**config.mk**
```make
export PLATFORM = sky130hd
export DESIGN_NAME = rst_sequencer
export DESIGN_NICKNAME = d
export VERILOG_FILES = /design/src/rtl/rst_sequencer.sv
export SDC_FILE = /design/constraint.sdc
export NUM_CORES = 1
export LEC_CHECK = 0
export BUFFER_PORTS_ARGS = -buffer_cell sky130_fd_sc_hd__buf_2
export CORE_MARGIN = 2
export CORE_UTILIZATION = 51
export DETAILED_ROUTE_END_ITERATION = 8
export PLACE_DENSITY = 0.69
export SETUP_SLACK_MARGIN = 0.2
export SYNTH_ARGS = -nofsm -noshare
export SYNTH_HDL_FRONTEND = slang
export SYNTH_SLANG_ARGS = --single-unit
export TNS_END_PERCENT = 100
```
**constraint.sdc**
```tcl
create_clock -name clk -period 1.4 [get_ports clk]
set_input_delay 0.14 -clock clk [delete_from_list [all_inputs] [get_ports clk]]
set_output_delay 0.14 -clock clk [all_outputs]
set_load 0.1 [all_outputs]
```
**src/rtl/rst_sequencer.sv**
```systemverilog
// Reset sequencer: synchronises an async active-low reset, stretches it, then
// releases NUM_OUT active-high reset outputs in order with GAP-cycle spacing.
module rst_sequencer #(
  parameter int unsigned SYNC_STAGES = 2,
  parameter int unsigned STRETCH     = 16,
  parameter int unsigned NUM_OUT     = 3,
  parameter int unsigned GAP         = 4
) (
  input  logic               clk,
  input  logic               rst,
  input  logic               sw_rst_req,
  output logic [NUM_OUT-1:0] rst_out,
  output logic               rst_done
);

  localparam int unsigned CNT_W = $clog2(STRETCH + 1);
  localparam int unsigned GAP_W = $clog2(GAP + 1);

  if (SYNC_STAGES < 2 || SYNC_STAGES > 4) begin : g_bad_sync_stages
    $error("rst_sequencer: SYNC_STAGES must be in 2..4");
  end
  if (STRETCH < 1 || STRETCH > 65535) begin : g_bad_stretch
    $error("rst_sequencer: STRETCH must be in 1..65535");
  end
  if (NUM_OUT < 1 || NUM_OUT > 8) begin : g_bad_num_out
    $error("rst_sequencer: NUM_OUT must be in 1..8");
  end
  if (GAP < 1 || GAP > 255) begin : g_bad_gap
    $error("rst_sequencer: GAP must be in 1..255");
  end

  typedef enum logic [1:0] {
    S_SYNC    = 2'd0,
    S_STRETCH = 2'd1,
    S_RELEASE = 2'd2,
    S_DONE    = 2'd3
  } state_t;

  state_t               r_state;
  state_t               w_state_nxt;
  logic [SYNC_STAGES-1:0] r_sync;
  logic [CNT_W-1:0]     r_cnt;
  logic [CNT_W-1:0]     w_cnt_nxt;
  logic [GAP_W-1:0]     r_gap;
  logic [GAP_W-1:0]     w_gap_nxt;
  logic [NUM_OUT-1:0]   r_rst_out;
  logic [NUM_OUT-1:0]   w_rst_out_nxt;
  logic                 r_done;
  logic                 w_done_nxt;

  logic                 w_sync_q;
  logic                 w_stretch_end;
  logic                 w_gap_end;
  logic [NUM_OUT-1:0]   w_shift;

  assign w_sync_q      = r_sync[SYNC_STAGES-1];
  assign w_stretch_end = (r_cnt == CNT_W'(STRETCH - 1));
  assign w_gap_end     = (r_gap == GAP_W'(GAP - 1));
  // Next release pattern: one more low bit, filling from bit 0 upward.
  assign w_shift       = r_rst_out << 1;

  // Reset synchroniser: release only propagates through the flop chain.
  always_ff @(posedge clk or negedge rst) begin
    if (!rst) begin
      r_sync <= '0;
    end else begin
      r_sync <= {r_sync[SYNC_STAGES-2:0], 1'b1};
    end
  end

  // State, counters and output flops.
  always_ff @(posedge clk or negedge rst) begin
    if (!rst) begin
      r_state   <= S_SYNC;
      r_cnt     <= '0;
      r_gap     <= '0;
      r_rst_out <= '1;
      r_done    <= 1'b0;
    end else begin
      r_state   <= w_state_nxt;
      r_cnt     <= w_cnt_nxt;
      r_gap     <= w_gap_nxt;
      r_rst_out <= w_rst_out_nxt;
      r_done    <= w_done_nxt;
    end
  end

  always_comb begin
    w_state_nxt   = r_state;
    w_cnt_nxt     = r_cnt;
    w_gap_nxt     = r_gap;
    w_rst_out_nxt = r_rst_out;
    w_done_nxt    = r_done;

    case (r_state)
      // Counter is still zero here, so the first synchronised cycle counts as stretch cycle 1.
      S_SYNC: begin
        if (w_sync_q) begin
          if (w_stretch_end) begin
            w_rst_out_nxt = w_shift;
            w_gap_nxt     = '0;
            if (w_shift == '0) begin
              w_state_nxt = S_DONE;
              w_done_nxt  = 1'b1;
            end else begin
              w_state_nxt = S_RELEASE;
            end
          end else begin
            w_cnt_nxt   = r_cnt + CNT_W'(1);
            w_state_nxt = S_STRETCH;
          end
        end
      end

      S_STRETCH: begin
        if (sw_rst_req) begin
          w_cnt_nxt = '0;
        end else if (w_stretch_end) begin
          w_rst_out_nxt = w_shift;
          w_gap_nxt     = '0;
          if (w_shift == '0) begin
            w_state_nxt = S_DONE;
            w_done_nxt  = 1'b1;
          end else begin
            w_state_nxt = S_RELEASE;
          end
        end else begin
          w_cnt_nxt = r_cnt + CNT_W'(1);
        end
      end

      S_RELEASE: begin
        if (sw_rst_req) begin
          w_state_nxt   = S_STRETCH;
          w_cnt_nxt     = '0;
          w_gap_nxt     = '0;
          w_rst_out_nxt = '1;
          w_done_nxt    = 1'b0;
        end else if (w_gap_end) begin
          w_rst_out_nxt = w_shift;
          w_gap_nxt     = '0;
          if (w_shift == '0) begin
            w_state_nxt = S_DONE;
            w_done_nxt  = 1'b1;
          end
        end else begin
          w_gap_nxt = r_gap + GAP_W'(1);
        end
      end

      S_DONE: begin
        if (sw_rst_req) begin
          w_state_nxt   = S_STRETCH;
          w_cnt_nxt     = '0;
          w_gap_nxt     = '0;
          w_rst_out_nxt = '1;
          w_done_nxt    = 1'b0;
        end
      end

      default: begin
        w_state_nxt = S_SYNC;
      end
    endcase
  end

  assign rst_out  = r_rst_out;
  assign rst_done = r_done;

endmodule
```
==> results.sh <==
export IMPL_dp_hpwl_mm=1.16
export IMPL_syn2layout_area_growth_pct=36.2
export IMPL_yosys_cell_types_count=37
export IMPL_worstPathMaxFanout=6
export IMPL_num_nets_final=111
export IMPL_netlist_top_cells_area="dfrtp_1, dfstp_2, a21oi_1, mux2i_1, ha_1"
export IMPL_die_area_sq_um=2050
export IMPL_placed_cells=107
export IMPL_io_pins=7
export IMPL_setup_worst_path_class="reg -> reg"
export IMPL_seq_area_frac_synth=0.464
export IMPL_synth_top_cell_by_area="dfrtp_1"
export IMPL_ys_warnings_count=0
export IMPL_start_kind="flop"
export IMPL_dieHeight_microns=45.3
export IMPL_worstPathRequired_ns=1.61
export IMPL_start_util=0.559
export IMPL_r2r_start="r_cnt[1]"
export IMPL_reg2reg_to="r_gap[0]"
export IMPL_skew_ns=0.00776
export IMPL_final_hold_viol_count=0
export IMPL_max_freq_mhz=721
export IMPL_avgRoutedWirePerCell_microns=16.0
export IMPL_worst_ep_arrival_time_ns=1.59
export IMPL_grt_pass1_vias=673
export IMPL_regToRegSetupSlack_ns=0.01
export IMPL_n_antenna_cell=0
export IMPL_crit_start="r_cnt[1]"
export IMPL_grt_pass1_wl_mm=3.08
export IMPL_post_route_drc_count=0
export IMPL_yosysTopAreaCellShare=0.374
export IMPL_grt_usage=0.212
export IMPL_final_util=0.761
export IMPL_clk_latency_ns=0.30
export IMPL_port_buffers=6
export IMPL_setup_viol=0
export IMPL_grt_max_degree=17
export IMPL_numCtsBuffers=3
export IMPL_firstDrtPassIters=4
export IMPL_root_buffer="clkbuf_4"
export IMPL_htree_levels=1
export IMPL_gp_congestion=0.796
export IMPL_min_path_cells=2
export IMPL_antenna_found_initial=0
export IMPL_via_count=723
export IMPL_outcome="finished clean"
export IMPL_avgViaCountPerCell=5.98
export IMPL_worst_slack_ns=0.0124
export IMPL_worst_hold_slack_ns=0.163
export IMPL_core_sq_um=1560
export IMPL_drt_iter0_markers=14
export IMPL_rr_worst_depth=5
export IMPL_synth_area_sq_um=871
export IMPL_min_path_type="in -> reg"
export IMPL_synth_area_per_cell_sq_um=10.6
export IMPL_final_cell_area_sq_um=1190
export IMPL_ant_nets=0
export IMPL_path_clk_slew_ns=0.10
export IMPL_max_cap_violations=0
export IMPL_p_per_area_nw_per_um2=805
export IMPL_fp_dieW_microns=45.3
export IMPL_fillers=95
export IMPL_ys_seq_elements=16
export IMPL_wl_mm=1.94
export IMPL_pre_cts_slack_ns=0.0507
export IMPL_timing_final_crit_share=0.991
export IMPL_drive_above_1_share=0.448
export IMPL_crit_path_end="r_gap[0]"
export IMPL_clk_path_buf_depth=2
export IMPL_overflow=0
export IMPL_instances_no_fill=121
export IMPL_placed_area_sq_um=1030
export IMPL_fin_crit_ns=1.39
export IMPL_cts_tree="yes"
export IMPL_cts_sinks=16
export IMPL_rows=14
export IMPL_slew_viol_final=0
export IMPL_p_leak_nw=0.550
export IMPL_ir_drop_mv=0.627
export IMPL_netlist_instances=82
export IMPL_rsz0062_at_grt="yes"
export IMPL_syn_num_nets=87
export IMPL_critPathCaptureType="flop"
-- state kept, by name (all words and copies together) (netlist names) --
signal	count
r_cnt	5
r_state	2
rst_out	3
rst_done	1
r_sync	2
r_gap	3
-- per-layer routing --
layer / track usage / routed length, microns
met5: 0 / 0
met2: 0.317 / 876
met4: 0.0706 / 44
met3: 0.0480 / 43
met1: 0.303 / 978
-- logic make-up (layout without fill, tap and decap cells) --
kind of cell    count (synthesis)  in the layout  synth area share
fa+ha+maj                       2              2            0.0287
mux                             3              3            0.0345
xor+xnor                        1              1            0.0101
buf+inv                         6             29            0.0359
simple gates                   23             23             0.178
flops                          16             16             0.464
other cells                     1              1           0.00431
compound gates                 30             30             0.244
-- cells in the final DEF, fill, tap and decap left out, types with 2 or more instances in the layout --
| master | count |
|---|---|
| a211oi_2 | 2 |
| a21o_1 | 2 |
| a21oi_1 | 6 |
| a21oi_2 | 2 |
| a22o_1 | 2 |
| buf_12 | 3 |
| buf_2 | 2 |
| buf_4 | 14 |
| clkbuf_4 | 3 |
| dfrtp_1 | 12 |
| dfstp_4 | 2 |
| inv_1 | 4 |
| mux2i_1 | 3 |
| nand3_1 | 2 |
| nor2_1 | 3 |
| nor3_1 | 2 |
| nor3_2 | 2 |
| o21a_1 | 3 |
| o21ai_0 | 3 |
| o22ai_1 | 3 |
-- what timing repair did --
action	in CTS	in global routing
endpoints found under the hold margin	13	0
pin swaps	4	8
hold buffers	1	0
endpoints found under the setup margin	16	17
setup buffers	9	0
resized for setup	7	5
-- worst max-delay path, cell delays in order, from the launching register on --
cell and delay (ns):
dfrtp_1 0.43, ha_4 0.19, nand4b_4 0.12, a21oi_4 0.08, or3b_1 0.40, o31ai_1 0.08
-- how the worst min path moves through the flow --
stage                          start  endpoint  slack [ns]
final                     sw_rst_req  r_gap[0]        0.16
after global routing      sw_rst_req  r_gap[0]        0.16
after CTS                 sw_rst_req  r_gap[0]        0.16
after detailed placement         rst  r_cnt[3]        0.07
after global placement           rst  r_cnt[3]        0.06
after floorplan                  rst  r_cnt[0]       -0.16
-- power by group --
group	leakage, nW	total (W)	switching [W]	internal (W)
combinational	0.337	0.000180	0.0000985	0.0000811
sequential	0.198	0.000510	0.0000207	0.000489
clock	0.0150	0.000266	0.000155	0.000111
-- area by class of cell --
class	instances	area, sq um	area share
Sequential cell	16	413	0.348
Clock buffer	4	26.3	0.0222
Tap cell	16	20.0	0.0169
Timing Repair Buffer	21	196	0.166
Multi-Input combinational cell	60	515	0.435
Inverter	4	15.0	0.0127
-- synth_stat cells --
library cell and count:
mux2i_1 3, a21oi_2 1, a21o_1 2, dfrtp_1 13, a2bb2oi_1 1, or3b_4 1, a211oi_1 2, nor2_1 4
a21oi_4 1, buf_6 1, o2bb2ai_1 1, conb_1 1, o22ai_1 3, xnor2_1 1, a21o_2 1, nor3_1 4
o21a_1 3, o311a_1 1, nand3_1 2, o31ai_1 1, inv_1 4, o21ai_0 4, nor2b_1 2, ha_1 2
nand2b_1 1, nand2_1 2, and3_1 1, or3b_1 1, nor3b_1 1, a21oi_1 7, nand4b_4 1, a22o_1 2
buf_2 1, or2b_4 1, or2_1 1, nand2b_2 1, dfstp_2 3
-- per-stage QoR --
stage	total power (W)	setup TNS, ns
global placement	0.000659	0
detailed placement	0.000665	0
finish	0.000955	0
CTS	0.000946	0
floorplan	0.000614	0
global route	0.000999	-0.0464
Power figures use the tool's default switching activity.
